File: src/rtl/vga_text_pkg.sv
// Shared constants and types for the text-mode VGA VRAM arbiter.
// Covers the VRAM/CTRL address map, the control register layout and the Avalon FSM states.
package vga_text_pkg;

  localparam int          VRAM_WORDS = 600;
  localparam int          CTRL_ADDR  = 600;
  localparam logic [31:0] CTRL_RESET = 32'h01FFE000;

  // Colour nibbles sit in bits 24:1; bit 0 is the VSYNC toggle.
  typedef struct packed {
    logic [6:0] rsvd;
    logic [3:0] fgd_r;
    logic [3:0] fgd_g;
    logic [3:0] fgd_b;
    logic [3:0] bkg_r;
    logic [3:0] bkg_g;
    logic [3:0] bkg_b;
    logic       vsync;
  } ctrl_t;

  typedef enum logic {
    IDLE    = 1'b0,
    RD_DATA = 1'b1
  } avl_state_e;

endpackage

File: src/rtl/vga_text_ctrl_reg.sv
// Control register for the text display.
// Byte-enabled writes reach bits 31:1; bit 0 toggles on each falling edge of VS.
module vga_text_ctrl_reg
  import vga_text_pkg::*;
(
  input  logic        clk,
  input  logic        rst,
  input  logic        we,
  input  logic [3:0]  be,
  input  logic [31:0] wdata,
  input  logic        vs,
  output logic [31:0] ctrl
);

  ctrl_t       ctrl_q;
  ctrl_t       ctrl_nxt;
  logic        vs_q;
  logic        vs_fall;
  logic [31:0] wmask;

  assign vs_fall = vs_q & ~vs;
  assign wmask   = {{8{be[3]}}, {8{be[2]}}, {8{be[1]}}, {8{be[0]}}} & 32'hFFFF_FFFE;

  // NOTE: always_comb assigns every output first, so no path can leave a latch behind.
  always_comb begin
    ctrl_nxt = ctrl_q;
    if (we) ctrl_nxt = ctrl_t'((ctrl_q & ~wmask) | (wdata & wmask));
    ctrl_nxt.vsync = ctrl_q.vsync ^ vs_fall;
  end

  // NOTE: sequential state uses non-blocking assignments so every flop samples pre-edge values.
  always_ff @(posedge clk or posedge rst) begin
    if (rst) begin
      ctrl_q <= ctrl_t'(CTRL_RESET);
      vs_q   <= 1'b1;
    end else begin
      ctrl_q <= ctrl_nxt;
      vs_q   <= vs;
    end
  end

  assign ctrl = ctrl_q;

endmodule

File: src/rtl/vga_text_vram_arbiter.sv
// Shares a single-port VRAM between the Avalon-MM slave and the display fetch path.
// Display fetches always win the port; Avalon requests are stretched with waitrequest.
module vga_text_vram_arbiter
  import vga_text_pkg::*;
#(
  parameter int ADDR_W = 10,
  parameter int DATA_W = 32
) (
  input  logic                CLK,
  input  logic                RESET,
  input  logic                AVL_CS,
  input  logic                AVL_READ,
  input  logic                AVL_WRITE,
  input  logic [DATA_W/8-1:0] AVL_BYTE_EN,
  input  logic [ADDR_W-1:0]   AVL_ADDR,
  input  logic [DATA_W-1:0]   AVL_WRITEDATA,
  output logic [DATA_W-1:0]   AVL_READDATA,
  output logic                AVL_WAITREQUEST,
  input  logic                DISP_REQ,
  input  logic [ADDR_W-1:0]   DISP_ADDR,
  output logic [DATA_W-1:0]   DISP_DATA,
  output logic                DISP_VALID,
  output logic [ADDR_W-1:0]   RAM_ADDR,
  output logic                RAM_WE,
  output logic [DATA_W/8-1:0] RAM_BE,
  output logic [DATA_W-1:0]   RAM_WDATA,
  input  logic [DATA_W-1:0]   RAM_RDATA,
  input  logic                VS,
  output logic [DATA_W-1:0]   CTRL
);

  avl_state_e        state;
  logic              pending, avl_vram, avl_ctrl, disp_ram;
  logic              avl_grant, wr_grant, rd_grant, ram_wr;
  logic              rd_ram_q, disp_ram_q;
  logic [DATA_W-1:0] avl_rdata_q, disp_hold_q;

  assign pending  = AVL_CS & (AVL_READ | AVL_WRITE);
  assign avl_vram = AVL_ADDR < ADDR_W'(VRAM_WORDS);
  assign avl_ctrl = AVL_ADDR == ADDR_W'(CTRL_ADDR);
  assign disp_ram = DISP_REQ & (DISP_ADDR < ADDR_W'(VRAM_WORDS));

  // CTRL and unmapped accesses never touch the RAM, so only VRAM accesses yield to display.
  assign avl_grant = pending & (state == IDLE) & ~(avl_vram & disp_ram);
  assign wr_grant  = avl_grant & AVL_WRITE;
  assign rd_grant  = avl_grant & ~AVL_WRITE;
  assign ram_wr    = wr_grant & avl_vram;

  assign AVL_WAITREQUEST = pending & ~(wr_grant | (state == RD_DATA));

  assign RAM_ADDR  = disp_ram ? DISP_ADDR : AVL_ADDR;
  assign RAM_WE    = ram_wr & ~RESET;
  assign RAM_BE    = AVL_BYTE_EN;
  assign RAM_WDATA = AVL_WRITEDATA;

  vga_text_ctrl_reg u_ctrl_reg (
    .clk   (CLK),
    .rst   (RESET),
    .we    (wr_grant & avl_ctrl),
    .be    (AVL_BYTE_EN),
    .wdata (AVL_WRITEDATA),
    .vs    (VS),
    .ctrl  (CTRL)
  );

  // The RAM output register supplies data in the return cycle; the hold registers keep it afterwards.
  assign AVL_READDATA = ((state == RD_DATA) && rd_ram_q) ? RAM_RDATA : avl_rdata_q;
  assign DISP_DATA    = DISP_VALID ? (disp_ram_q ? RAM_RDATA : '0) : disp_hold_q;

  always_ff @(posedge CLK or posedge RESET) begin
    if (RESET) begin
      state       <= IDLE;
      rd_ram_q    <= 1'b0;
      avl_rdata_q <= '0;
      DISP_VALID  <= 1'b0;
      disp_ram_q  <= 1'b0;
      disp_hold_q <= '0;
    end else begin
      case (state)
        IDLE: begin
          if (rd_grant) begin
            state    <= RD_DATA;
            rd_ram_q <= avl_vram;
            if (!avl_vram) avl_rdata_q <= avl_ctrl ? CTRL : '0;
          end
        end
        RD_DATA: begin
          state <= IDLE;
          if (rd_ram_q) avl_rdata_q <= RAM_RDATA;
        end
        default: state <= IDLE;
      endcase
      DISP_VALID <= DISP_REQ;
      disp_ram_q <= disp_ram;
      if (DISP_VALID) disp_hold_q <= DISP_DATA;
    end
  end

endmodule
File: config.mk
export PLATFORM = sky130hd
export DESIGN_NAME = vga_text_vram_arbiter
export DESIGN_NICKNAME = d
export VERILOG_FILES = /design/src/rtl/vga_text_pkg.sv /design/src/rtl/vga_text_ctrl_reg.sv /design/src/rtl/vga_text_vram_arbiter.sv
export SDC_FILE = /design/constraint.sdc
export NUM_CORES = 1
export LEC_CHECK = 0
export CAP_MARGIN = 20
export CORE_MARGIN = 2
export CORE_UTILIZATION = 45
export DETAILED_ROUTE_END_ITERATION = 10
export PLACE_DENSITY = 0.95
export SETUP_SLACK_MARGIN = 0.5
export SKIP_CTS_REPAIR_TIMING = 1
export SYNTH_ARGS = -nofsm -noshare
export SYNTH_HDL_FRONTEND = slang
export SYNTH_SLANG_ARGS = --single-unit
File: constraint.sdc
create_clock -name CLK -period 11.3 [get_ports CLK]
set_input_delay 3.39 -clock CLK [delete_from_list [all_inputs] [get_ports CLK]]
set_output_delay 3.39 -clock CLK [all_outputs]
set_load 0.03 [all_outputs]
==> flow_summary.ini <==
[cells_and_area]
final_cell_area_mm2 = 0.007870
final_nets = 753
final_cells = 806
ff_latch_area_mm2 = 0.002545
multi_input_area_mm2 = 0.002235
fillers = 828
area_growth_pct = 48.98
drive_gt1_frac = 0.2172
diodes = 0

[worst_setup_path]
required_ns = 7.91
crit_arrival_ns = 5.69
cp-end-kind = output port
start_kind = input port
crit_fanout = 4
crit_type = input port to output port

[synthesis]
synth_area_per_cell_um2 = 11.34
ys_types = 35
synth.top_cell.area_share = 0.4169
ys.flop_type = dfrtp_1
ys_seq_area_frac = 0.4815
syn_nets = 561
syn_area_mm2 = 0.005283
synthArstFlopShare = 1.000
syn_inst = 466
yosysTopAreaCell = dfrtp_1
synthTopCellsByArea = dfrtp_1, mux2_2, dfstp_2
ys_warn_count = 0
synth_edf_count = 0
synth_seq_cells = 101

[place]
port_buffers = 237
dp.cells = 788
place.gp.congestion = 0.8586
hpwl_mm = 11.75
place_area_mm2 = 0.007526

[grt]
first_global_vias = 4829
grt_max_degree = 53
antenna_found_initial = 0
gr-total-overflow = 0
track_usage = 0.2505
grt_pass1_wl_mm = 24.94

[pwr]
p_int_w = 0.0006956
ir_drop_v = 0.00008254
p_total_w = 0.0009719
powerDensity_mw_per_mm2 = 123.5
clkPwrFrac = 0.343
switching_share = 0.2843
p_switching_w = 0.0002763
comb_power_share = 0.250
leakage_nw = 3.419
seq_power_share = 0.407

[die]
core_area_mm2 = 0.01142
die_w_um = 112.3
ios = 240
die_area_mm2 = 0.01262
rows = 39
die_h_um = 112.3
initial_core_util = 0.4626

[timing]
relSlewSlack = 0.3497
clock_skew_ns = 0.01167
hold_viol = 0
fmax_mhz = 110.1
min_period_ns = 9.081
rsz0062_at_grt = false
maxSlewViolCount = 0
period_share = 0.8036
tightestPinTransition_ns = 0.9719
setup_tns_ns = 0
setup_viol = 0

[clock_network]
clk_latency_ns = 0.34
cts.sinks = 101
cts-buffers-inserted = 9
path_clk_slew_ns = 0.07
cts-root-buf = clkbuf_16
cts-htree-levels = 3
cts_buffer_depth = 2
cts_tree = built

[run]
cap_violations = 0

[worst_hold_path]
hold_class = flip-flop to flip-flop

[routing]
vias = 4474
first_pass_iters = 4
wl_per_cell_um = 19.66
drt_iter0_markers = 296
vias_per_cell = 5.551
drc = 0
wirelength_mm = 15.85
ant_nets = 0

[status]
status = completed
## layout by cell type, fill, tap and decap left out, drive strengths merged, types with 4 or more instances in the layout
cell type / n
a21oi: 4
a22o: 32
buf: 7
clkbuf: 11
clkdlybuf4s50: 237
dfrtp: 88
dfstp: 13
inv: 37
mux2: 103
nand2: 15
nand3: 21
nand4: 4
o21ai: 68
## logic make-up (layout without fill, tap and decap cells)
kind of cell    Yosys count  after routing  share of synthesized area
mux                     103            103                     0.2196
flops                   101            101                     0.4815
simple gates             54             54                    0.07153
xor+xnor                  1              1                   0.001658
compound gates          108            108                     0.1277
buf+inv                  99            296                    0.09806
## layout make-up
cell class / count / share of cell area
Tap cell: 143 / 0.02273
Clock buffer: 11 / 0.03084
Timing Repair Buffer: 244 / 0.3111
Sequential cell: 101 / 0.3234
Clock inverter: 5 / 0.01049
Multi-Input combinational cell: 266 / 0.2839
Inverter: 36 / 0.01749
## per-layer routing
| layer | wire, µm | track usage | part of all wire | vias up |
|---|---|---|---|---|
| met5 | 0 | 0 | 0 | - |
| met4 | 361 | 0.1008 | 0.023 | 0 |
| met3 | 926 | 0.05184 | 0.058 | 24 |
| met2 | 8517 | 0.4494 | 0.54 | 213 |
| met1 | 6042 | 0.2931 | 0.38 | 2229 |
| li1 | - | - | - | 2008 |
## cells in the mapped netlist (2+ instances only)
library cell,instances
mux2_2,96
nand4_4,4
a22o_1,32
buf_4,36
buf_1,7
nand2_1,15
mux2_1,7
dfstp_2,13
dfrtp_1,88
a21oi_1,4
nand3_1,21
o21ai_0,67
buf_2,3
inv_1,36
clkbuf_1,16
and2_1,2
## worst max-delay path: stages
cell and delay, ns:
clkdlybuf4s50_1 0.47, a211o_1 0.32, o21ai_0 0.48, nand3b_1 0.16, o21ai_0 0.17, clkdlybuf4s50_1 0.70
## through the flow
stage	utilization	worst slack [ns]	hold slack (ns)
after floorplan	-	3.037	0.4522
after detailed placement	0.6591	1.949	0.4729
after global routing	0.6892	2.029	0.5132
after global placement	0.6567	2.085	0.4621
final	0.6892	2.219	0.4870
after CTS	0.6876	1.955	0.4881
## power groups by stage
stage / combinational, W / sequential (W) / clock (W)
after CTS: 0.000244 / 0.000396 / 0.000340
after global placement: 0.000236 / 0.000401 / 0
after detailed placement: 0.000242 / 0.000402 / 0
final: 0.000243 / 0.000396 / 0.000334
after floorplan: 0.000134 / 0.000400 / 0
after global routing: 0.000256 / 0.000398 / 0.000356
## worst paths after layout
path,startpoint,end,slack (ns),cells after the start
setup / recovery,AVL_ADDR[5],AVL_WAITREQUEST,2.22,6
setup reg to reg,state$_DFF_PP0_,flip-flop,8.85,5
min in group asynchronous,RESET,async pin,3.53,2
hold / removal,avl_rdata_q[14]$_DFFE_PP0P_,avl_rdata_q[14]$_DFFE_PP0P_,0.49,1
hold reg to reg,avl_rdata_q[14]$_DFFE_PP0P_,avl_rdata_q[14]$_DFFE_PP0P_,0.49,1
max in group asynchronous,RESET,DISP_VALID$_DFF_PP0_,6.64,3
(Power assumes the default switching activity.)
